==> src/rtl/fifo_drain_ctrl.sv <==
// Read-side drain controller for the synchronous FIFO.
// It waits for the FIFO to fill (or for a start timeout) before it bursts,
// then streams words into a 3-entry output buffer with a valid/ready port.
module fifo_drain_ctrl #(
   parameter int TAMANO_DATOS  = 10,
   parameter int START_TIMEOUT = 8,
   parameter int CONT_BITS     = 16
) (
   input  logic                    clk,
   input  logic                    reset,
   input  logic                    enable,
   input  logic                    fifo_empty,
   input  logic                    fifo_almost_empty,
   input  logic                    fifo_error,
   input  logic [TAMANO_DATOS-1:0] fifo_data_out,
   output logic                    read_enable,
   output logic [TAMANO_DATOS-1:0] out_data,
   output logic                    out_valid,
   input  logic                    out_ready,
   output logic [CONT_BITS-1:0]    word_count,
   output logic                    underflow
);

   localparam int TW = $clog2(START_TIMEOUT + 1);

   typedef enum logic [1:0] {IDLE, WAIT_FILL, DRAIN} state_t;

   state_t                  state, state_nxt;
   logic [TW-1:0]           timer, timer_nxt;
   logic [1:0]              occ;
   logic                    in_flight;
   logic                    pop;
   logic [TAMANO_DATOS-1:0] fbuf [3];

   // A read only goes out if its word is guaranteed a buffer slot when it
   // lands next cycle; out_ready is deliberately not looked at. Reads in a
   // reset cycle are suppressed since their data would be thrown away.
   always_comb begin
      read_enable = !reset && (state == DRAIN) && !fifo_empty &&
                    (({1'b0, occ} + {2'b00, in_flight}) < 3'd3);
   end

   // Output port: head of the buffer, valid whenever something is held.
   always_comb begin
      out_valid = (occ != 2'd0);
      out_data  = fbuf[0];
      pop       = out_valid && out_ready;
   end

   // Next-state logic: hold off bursts until the FIFO has built up data
   // or it has sat non-empty for START_TIMEOUT cycles.
   always_comb begin
      state_nxt = state;
      timer_nxt = timer;
      case (state)
         IDLE: begin
            if (enable) begin
               state_nxt = WAIT_FILL;
               timer_nxt = '0;
            end
         end
         WAIT_FILL: begin
            if (!fifo_almost_empty) begin
               state_nxt = DRAIN;
            end else if (!fifo_empty) begin
               if (timer == TW'(START_TIMEOUT - 1)) state_nxt = DRAIN;
               else                                 timer_nxt = timer + 1'b1;
            end else begin
               timer_nxt = '0;
            end
         end
         DRAIN: begin
            // Leave only after the last outstanding word has landed.
            if (fifo_empty && !in_flight) begin
               state_nxt = WAIT_FILL;
               timer_nxt = '0;
            end
         end
         default: state_nxt = IDLE;
      endcase
      if (!enable) state_nxt = IDLE;
   end

   // State and timer registers.
   always_ff @(posedge clk) begin
      if (reset) begin
         state <= IDLE;
         timer <= '0;
      end else begin
         state <= state_nxt;
         timer <= timer_nxt;
      end
   end

   // Buffer, occupancy and counters. The buffer is a shift queue with the
   // head in slot 0; only occupied slots shift so the head keeps its last
   // value when the buffer runs empty. A capture lands behind whatever is
   // left after this cycle's pop, preserving order.
   always_ff @(posedge clk) begin
      if (reset) begin
         occ        <= 2'd0;
         in_flight  <= 1'b0;
         word_count <= '0;
         underflow  <= 1'b0;
         for (int i = 0; i < 3; i++) fbuf[i] <= '0;
      end else begin
         in_flight <= read_enable;
         occ       <= occ + {1'b0, in_flight} - {1'b0, pop};
         if (fifo_error) underflow <= 1'b1;
         if (pop) word_count <= word_count + 1'b1;
         for (int i = 0; i < 2; i++) begin
            if (pop && (occ > 2'(i + 1))) fbuf[i] <= fbuf[i + 1];
         end
         if (in_flight) fbuf[occ - {1'b0, pop}] <= fifo_data_out;
      end
   end

endmodule
==> config.mk <==
export PLATFORM = sky130hd
export DESIGN_NAME = fifo_drain_ctrl
export DESIGN_NICKNAME = d
export VERILOG_FILES = /design/src/rtl/fifo_drain_ctrl.sv
export SDC_FILE = /design/constraint.sdc
export NUM_CORES = 1
export LEC_CHECK = 0
export BUFFER_PORTS_ARGS = -buffer_cell sky130_fd_sc_hd__buf_2
export CORE_MARGIN = 1.5
export CORE_UTILIZATION = 31
export DETAILED_ROUTE_END_ITERATION = 10
export GPL_TIMING_DRIVEN = 0
export REMOVE_ABC_BUFFERS = 1
export SLEW_MARGIN = 10
export SYNTH_ARGS = -nofsm -noshare
export SYNTH_HDL_FRONTEND = slang
export SYNTH_SLANG_ARGS = --single-unit
==> constraint.sdc <==
create_clock -name clk -period 4.9 [get_ports clk]
set_clock_uncertainty 0.2 [all_clocks]
set_input_delay 0.98 -clock clk [delete_from_list [all_inputs] [get_ports clk]]
set_output_delay 0.98 -clock clk [all_outputs]
set_load 0.1 [all_outputs]
# After elaboration in Yosys (flattened, before gate mapping)
# Memory sizes are Yosys's and may differ from the RTL's.
# Index checks and enable logic that the tools add are counted.
[word_totals]
reg_bits = 26
mem_bits_rw = 30
inputBits = 17
output_inout_bits = 29
word_cells = 72
memories = 1
[memory_table]
columns = ["memory", "depth", "word_bits", "rd", "rd_ports_with_merged_regs", "write_ports", "line", "text"]
rows = [
  ["fbuf", 3, 10, 3, 0, 3, "33", "logic [TAMANO_DATOS-1:0] fbuf [3];"],
]
[classes]
addsub = 6
magnitude_cmp = 3
n_eq_ne = 9
muxes = 27
bitwise_logic = 3
n_reduce_logical = 17
[ops]
columns = ["operator", "count"]
rows = [
  ["two-way mux 10 bit", 3],
  ["two-way mux 4 bit", 5],
  ["adder 16 x 1 -> 16 bit (second input constant)", 1],
  ["two-way mux 1 bit", 12],
  ["case mux 4 bit (3 select lines)", 1],
  ["two-way mux 2 bit", 5],
  ["OR reduction 10 bit", 1],
  ["!= test 3 bit (second input constant)", 3],
  ["logical AND 1 bit", 7],
  ["case mux 2 bit (3 select lines)", 1],
  ["AND reduction 5 bit", 1],
  ["adder 4 x 1 -> 4 bit (second input constant)", 1],
  ["equality test 4 x 3 -> 1 bit (second input constant)", 1],
  ["!= test 2 bit (second input constant)", 2],
  ["subtractor 2 x 1 -> 2 bit", 2],
  ["adder 2 x 1 -> 3 bit", 1],
  ["zero test 1 bit", 3],
  ["less-than comparator 3 x 2 -> 1 bit (second input constant)", 1],
  ["AND reduction 3 bit", 1],
  ["nonzero test 3 bit", 1],
  ["adder 2 x 1 -> 2 bit", 1],
  ["equality test 2 x 1 -> 1 bit (second input constant)", 1],
  ["equality test 2 bit (second input constant)", 1],
  ["greater-than comparator 2 x 1 -> 1 bit (second input constant)", 1],
  ["other kinds (7)", 8],
]

# Longest topological paths before layout
# Gate-level depths: netlist of the first run.
[logic_depth]
ltp_word = 7
depth_mapped = 9
mapped_depth_nobuf = 8

# Least setup slack after synthesis of the first run
# Ideal clock, no wire load.
[synth_timing]
path_type = "input-to-output"
start = "input port reset"
end = "output port read_enable"
t_arrival_ns = 2.043
required_time_ns = 3.720
slack_ns = 1.677
path_stages = 3
n_path_buf = 1
cell_sequence = "clkbuf_1 -> nor2_1 -> and3_1"
[synth_between]
elab_chain_cells = 4
[synth_rtl]
columns = ["item", "line", "text"]
rows = [
  ["start: declaration", "10", "input logic reset,"],
  ["zero test 1 bit", "39", "read_enable = !reset && (state == DRAIN) && !fifo_empty &&"],
  ["logical AND 1 bit (3 in series)", "39", ""],
  ["end: declaration", "16", "output logic read_enable,"],
]
# No other way between the ends.

# Worst setup path after layout of the first run
[layout_timing]
start = "register occ[0]"
end = "output port read_enable"
[layout_between]
elab_chain_cells = 3
[layout_rtl]
columns = ["item", "line", "text"]
rows = [
  ["start: declaration", "30", "logic [1:0] occ;"],
  ["start signal: assignment", "108", "occ <= occ + {1'b0, in_flight} - {1'b0, pop};"],
  ["adder 2 x 1 -> 3 bit", "40", "(({1'b0, occ} + {2'b00, in_flight}) < 3'd3);"],
  ["less-than comparator 3 x 2 -> 1 bit", "40", ""],
  ["logical AND 1 bit", "39", ""],
]
# No other way between the ends.

==> summary by stage, run 1 <==
Setup path
In this run the worst path has a maximum fanout of 9. The buffer and inverter count on the worst path is 1. The data arrival time of the critical path is 2150 ps.

STA classifies the critical path endpoint as an output port. The cell seen most often among critical-path stages is ha_1. The critical path goes through ha_1, ha_1, a211oi_1, and3_1, buf_2. In this run the register-to-register setup slack is 1900 ps. In this design, the stage delay of the slowest critical-path cell is 530 ps. For this design, the slowest cell found on the critical path is dfxtp_1. The critical path is of the flip-flop to output port type. The startpoint class of the critical path is a flip-flop. The kind of cell adding the most delay to the critical path is flip-flops. For the worst setup path, the data required time is 3720 ps.

Timing
Timing would allow up to 0.300 GHz. The count of final hold-check violations is 0. The final number of max-transition violations is 0.

The post-route fraction of the period consumed by the critical path is 0.680. The count of endpoints failing setup in the final report is 0. The slew at the pin with the worst max-slew slack is 652 ps. The routed design could run at a clock period as short as 3330 ps. Setup repair after global routing left no endpoint under its margin.

The worst hold slack across all endpoints is 299 ps. In the final timing run, aggregate negative setup slack is 0 ps. Headroom to the max-slew limit came out at 0.564.

Logic synthesis
The number of enable-type register cells in the synthesized netlist is 30. Counting instances in the post-synthesis netlist gives the leading cell types as edfxtp_1, dfxtp_1, nor2_1. The largest total area in the synthesized netlist belongs to edfxtp_1. In the post-synthesis netlist, the cell with the most instances is edfxtp_1. The share of synthesized registers carrying an async set or reset is 0. The number of warnings reported in the yosys synthesis log is 0. In the post-synthesis netlist, the biggest area contributors are edfxtp_1, dfxtp_1, a22o_1. For this run, the leading register cell type out of synthesis is edfxtp_1.

The average footprint of a synthesized cell is 10.4 um2. The synthesized instance count is 250. The count of different cell masters after synthesis is 43. The portion of the post-synthesis area used by sequential elements is 0.544. The share of the synthesized area in the top cell type is 0.345. Counting flops and latches in the post-synthesis netlist gives 56. The mapped cell area is 2610 um2.

Placed design
The post-DP HPWL is 3510 um. The number of buffers inserted by port buffering is 45. The congestion estimate from routability-driven global placement came to 0.753.

Clock network
The CTS tree is done. Clock tree synthesis found a total of 56 sinks. TritonCTS created 5 clock buffers. Gates resized during post-CTS repair numbered 0.

The post-CTS clock slew at the launch and capture registers of the worst setup and hold paths is 100 ps. The maximum clock insertion buffer count is 2. The cell at the root of the clock tree is clkbuf_8. The count of buffers added by post-CTS timing repair for setup is 0. The H-tree generated during clock tree synthesis spans 2 levels. For this design, the CTS-stage hold fixing added 0 buffers. The later-pin clock latency in the skew report is 310 ps.

Pwr
The share of total power consumed by net switching is 0.343. The switching power summed over all nets is 0.000350 W. Summing internal, switching and leakage power gives 0.00102 W. The combinational share of power is 0.219. For this design the static power due to leakage is 1.23 nW. The worst-case IR drop observed on VDD is 247 uV.

The share of total power dissipated in sequential elements is 0.531. In this run the power density over the cells is 338 nW/um2. The internal power component is 0.000669 W.

The proportion of power drawn by the clock network is 0.249.

Floorplanning
The effective utilization at floorplan is 0.319. Measured along the x axis, the die boundary spans 94.8 um. In this run the core area contains 33 standard-cell rows. The total die area is 8980 um2. The die outline height is 94.8 um.

Pin placement for this block handled 46 I/O pins. The core area is 8180 um2.

Layout
The number of antenna repair diodes is 0. The fraction of layout instances using a drive strength above 1 is 0.212. Once layout is complete, the utilization of the core stands at 0.369. The number of nets in the finished design is 315.

The count of filler cells inserted in the layout is 862. The synthesis-to-finish area growth is 15.4%.

Global route
The initial antenna violation count is 0. Global routing finished with a remaining overflow of 0. The number of global-route vias before repair is 1708. The first global-routing pass estimated 8020 um of wire.

The all-layer global routing usage is 0.115. The pin count of the biggest net entering global routing is 31.

Detailed routing
For this block, the initial DRC count from the detailed router was 78. The remaining design rule violation count is 0. The via density per instance is 4.75.

The final wirelength is 4670 um. The via total after detailed routing is 1885. The mean routed wirelength per cell is 11.8 um.

The first detailed-routing pass took 4 iterations. The detail route stage leaves a number of antenna-violating nets equal to 0.

Outcome
The flow ran to the end, and the final reports show no timing, DRC or antenna violations.

Flow run
The number of max-capacitance violations reported is 0.

Hold path
In this run the worst hold path is classified as flip-flop to flip-flop.
[layout by cell type, fill, tap and decap left out, types with 2 or more instances in the layout]
cell	instances
nand3b_1	2
nor3_1	4
or2_2	3
buf_2	45
nor2_1	21
nand3_1	16
edfxtp_1	30
nand4_1	7
inv_1	18
o21ai_0	13
and3_1	3
and3b_1	2
ha_1	7
and2_1	10
nor4bb_1	2
a21oi_1	13
nor4_1	2
xor2_1	4
clkbuf_8	5
a22o_1	10
clkinvlp_4	2
nor2b_1	2
dfxtp_1	26
nand2_1	11
or3_1	3
a311oi_1	2
nand2b_1	5
xnor2_1	10
[stage by stage]
step / cells / worst slack [ps] / cell area, um2
floorplan: 239 / 1850 / 2560
global placement: 389 / 1410 / 2920
detailed placement: 389 / 1360 / 2920
CTS: 397 / 1560 / 3010
global route: 397 / 1390 / 3010
finish: 397 / 1570 / 3010
[kinds of logic after synthesis]
family | Yosys count | share of synthesized area
AND/OR/NAND/NOR | 99 | 0.218
flip-flops | 56 | 0.544
AO/OA/AOI/OAI | 45 | 0.114
buffers and inverters | 29 | 0.0441
XOR/XNOR | 14 | 0.0470
adder cells (fa/ha/maj) | 7 | 0.0335
[final cells by class]
class | instances | area (um2) | area share
clock inverter | 3 | 23.8 | 0.00789
inverter | 18 | 67.6 | 0.0224
clock buffer | 5 | 68.8 | 0.0228
sequential | 56 | 1420 | 0.472
timing repair buffer | 45 | 225 | 0.0748
multi-input combinational | 165 | 1070 | 0.357
tap | 105 | 131 | 0.0436
[worst reg2reg max path: stages, from the launching register on]
cell and delay [ps]:
dfxtp_1 440, o21ai_0 330, inv_1 200, ha_1 230
xnor2_1 210, nand3_1 510, nand2_1 540
[flip-flops by register name (all words and copies together) (netlist names)]
register and count:
fbuf 30, in_flight 1, occ 2, state 2, timer 4, underflow 1
word_count 16
[worst paths after layout]
| kind | startpoint | to | depth (start not counted) |
|---|---|---|---|
| setup / recovery | occ[0] | read_enable | 5 |
| hold / removal | underflow | underflow | 2 |
| setup reg to reg | occ[1] | fbuf[0][9] | 6 |
| hold reg to reg | underflow | underflow | 2 |
[layer usage]
layer  share of wire  GRT usage  vias up  wire [um]
met5               0          0        -          0
met4           0.019     0.0485        0         89
met3           0.034     0.0266        6        158
met2            0.47      0.184       29       2190
met1            0.48      0.148      878       2230
li1                -          -      972          -
[power groups by stage]
stage	Sequential (W)	Clock [W]	Combinational [W]
after detailed placement	0.000552	0	0.000225
final	0.000541	0.000254	0.000223
after global routing	0.000546	0.000287	0.000241
after CTS	0.000541	0.000265	0.000226
after global placement	0.000551	0	0.000223
after floorplan	0.000628	0	0.000102
(Power assumes the default switching activity.)
==> inputs of run 2 (changes only) <==
- clock period: 4.9 -> 3.17 ns (I/O delays scaled with it)
==> run 2 against run 1 <==
Compared with the run above:
- routed wire length increased by 0.49%
- via count increased by 0.48%
- non-clock buffer count unchanged
- register-to-register slack got worse by 1500 ps
- clock-buffer cell count unchanged
- clock power increased by 55%
- power increased by 55%
- utilization increased by 0.11 points
- first-iteration DRC count increased by 2.6%
- sequential power increased by 55%
- critical endpoint unchanged
==> summary by stage, run 2 (synthesized netlist as in run 1, its figures left out) <==
Placed design
The final RePlAce weighted congestion came to 0.753 (unchanged). The number of buffers inserted by port buffering is 45 (unchanged). The post-DP HPWL is 3510 um (unchanged). The post-placement cell count came to 389 (unchanged).

Clock network
The count of buffers added by post-CTS timing repair for setup is 0 (unchanged). The maximum clock insertion buffer count is 2 (unchanged). The sink count of the clock tree is 56 (unchanged).

The later-pin clock latency in the skew report came to 310 ps (about the same). The post-CTS clock slew at the launch and capture registers of the worst setup and hold paths came to 100 ps (about the same). The number of buffers inserted during clock tree synthesis came to 5 (unchanged). The number of buffers added to fix hold violations after cts came to 0 (unchanged). The number of resized instances in the post-cts repair step is 0 (unchanged). The tree is rooted in a clkbuf_8. The number of levels in the clock H-tree is 2 (unchanged). The CTS tree is done.

Layout
The number of antenna repair diodes is 0 (unchanged). Leaving out fill and tap cells, the most frequent cell in the layout is buf_2. The final instance count without filler cells is 397 (unchanged). The number of flip-flops in the largest register came to 30 (unchanged). The synthesis-to-finish area growth is 15.7%. The largest registers in the layout are fbuf x30, word_count x16, timer x4. The number of nets in the finished design was 315 (unchanged). The register with the most flip-flops is fbuf. The fraction of layout instances using a drive strength above 1 is 0.223 (+0.0103). The top cell types in the final layout, fill and taps aside, are buf_2, edfxtp_1, dfxtp_1.

Setup path
The buffer and inverter count on the worst path is 1 (unchanged). The longest individual stage delay on the worst path was 530 ps (about the same). The launch instance of the worst register-to-register path is occ[1]. The total number of cells along the worst setup path is 5 (unchanged). The type of the worst setup path is flip-flop to output port. The data arrival time of the critical path is 2160 ps (about the same). The highest net fanout along the worst path is 9 (unchanged).

In this run the worst setup path begins at occ[0]. The depth of the most critical reg-to-reg path is 6 (unchanged). STA classifies the critical path startpoint as a flip-flop. The cell seen most often among critical-path stages is ha_1.

The required arrival time at the worst endpoint is 2340 ps (-1380 ps). The cell at the slowest stage of the critical path is dfxtp_1. The critical path goes through ha_1, ha_1, a211oi_1, and3_1, buf_2. Grouping stages by cell kind, the critical path spends the most delay in flip-flops. The capturing element type of the critical path is an output port.

Pwr
The maximum VDD drop is 384 uV (+55%). The static leakage came to 1.23 nW (about the same). The power after layout is 0.00158 W (+55%). The power density over the cells is 523 nW/um2 (+55%).

Global route
The pin count of the biggest net entering global routing is 31 (unchanged). The initial antenna violation count is 0 (unchanged). The global-route congestion overflow total is 0 (unchanged). The number of global-route vias before repair came to 1708 (unchanged).

The all-layer global routing usage came to 0.115 (unchanged). The first-pass GRT wire length is 8020 um (unchanged).

Timing
Of the available clock period, the critical path in the final layout requires 0.945. Timing would allow up to 0.334 GHz. The final number of max-transition violations is 0 (unchanged). The count of final hold-check violations is 0 (unchanged).

The count of endpoints failing setup in the final report came to 0 (unchanged). The worst hold slack across all endpoints is 299 ps (-0.150 ps). The smallest clock period supported by the final layout is computed as 3000 ps. Setup repair after global routing left no endpoint under its margin. The slew at the pin with the worst max-slew slack is 554 ps (-98.2 ps). The worst max-slew margin expressed relative to the limit came to 0.631 (+0.0667).

Detailed routing
The final wirelength is 4700 um (+0.49%). The first-pass iteration count of the detailed router is 4 (unchanged). The mean routed wirelength per cell is 11.8 um (+0.49%). The via density per instance was 4.77 (+0.48%). The remaining design rule violation count is 0 (unchanged). The via total after detailed routing is 1894 (+0.48%).

The DRC marker count from the first detailed-route iteration was 80 (+2.6%). The number of nets with antenna violations after routing is 0 (unchanged).

Floorplanning
The floorplan die width is 94.8 um (unchanged). The total die area is 8980 um2 (unchanged). The effective utilization at floorplan is 0.319 (unchanged).

The count of pins on the block boundary is 46 (unchanged). The row count is 33 (unchanged). The die outline height is 94.8 um (unchanged).

The core area is 8180 um2 (unchanged).

Hold path
In this run the worst hold path is classified as flip-flop to flip-flop. The count of cells along the worst hold path is 2 (unchanged). The launch point of the worst hold path is underflow.

Flow run
The number of max-capacitance violations reported is 0 (unchanged).

Outcome
The flow ran to the end, and the final reports show no timing, DRC or antenna violations.
-- run 2: cell counts in the layout (fill, tap and decap cells not counted) --
Identical to the previous run, type by type.
-- run 2: area by class of cell --
class	count	area (um2)
fillers	861	5150
multi-input cells	165	1080
well taps	105	131
clock inverters	3	23.8
clock buffers	5	68.8
flip-flops and latches	56	1420
repair buffers	45	225
inverters	18	67.6
-- run 2: path summary, 6_finish.rpt --
kind,endpoint,slack (ps)
worst max register to register,fbuf[1][6],380
worst max-delay path,read_enable,170
worst min-delay path,underflow,300
worst min register to register,underflow,300
-- run 2: metrics by stage --
step                      area (um2)  TNS [ps]   util  setup WS (ps)
after floorplan                 2560         0      -            463
after global placement          2920         0  0.357           22.9
after detailed placement        2920      -193  0.357          -19.6
after CTS                       3010         0  0.369            140
after global routing            3020         0  0.370           8.14
final                           3020         0  0.370            175
-- run 2: metal layers --
metal | track usage | vias to the layer above | routed length [um]
li1 | - | 972 | -
met1 | 0.148 | 886 | 2210
met2 | 0.184 | 30 | 2240
met3 | 0.0266 | 6 | 161
met4 | 0.0485 | 0 | 89
met5 | 0 | - | 0
-- run 2: worst register-to-register path: cells and delay by family, from the launching register on --
kind | cells | cell delay [ps]
AOI/OAI and AO/OA | 2 | 660
and+or+nand+nor | 1 | 500
xor gates and xnor gates | 1 | 250
adders and majority gates | 1 | 230
DFF | 1 | 430
buffers and inverters | 1 | 200
-- run 2: power by group --
| group | total [W] | switching [W] | internal, W |
|---|---|---|---|
| registers | 0.000837 | 0.0000360 | 0.000801 |
| clock network | 0.000393 | 0.000236 | 0.000157 |
| logic | 0.000350 | 0.000273 | 0.0000773 |
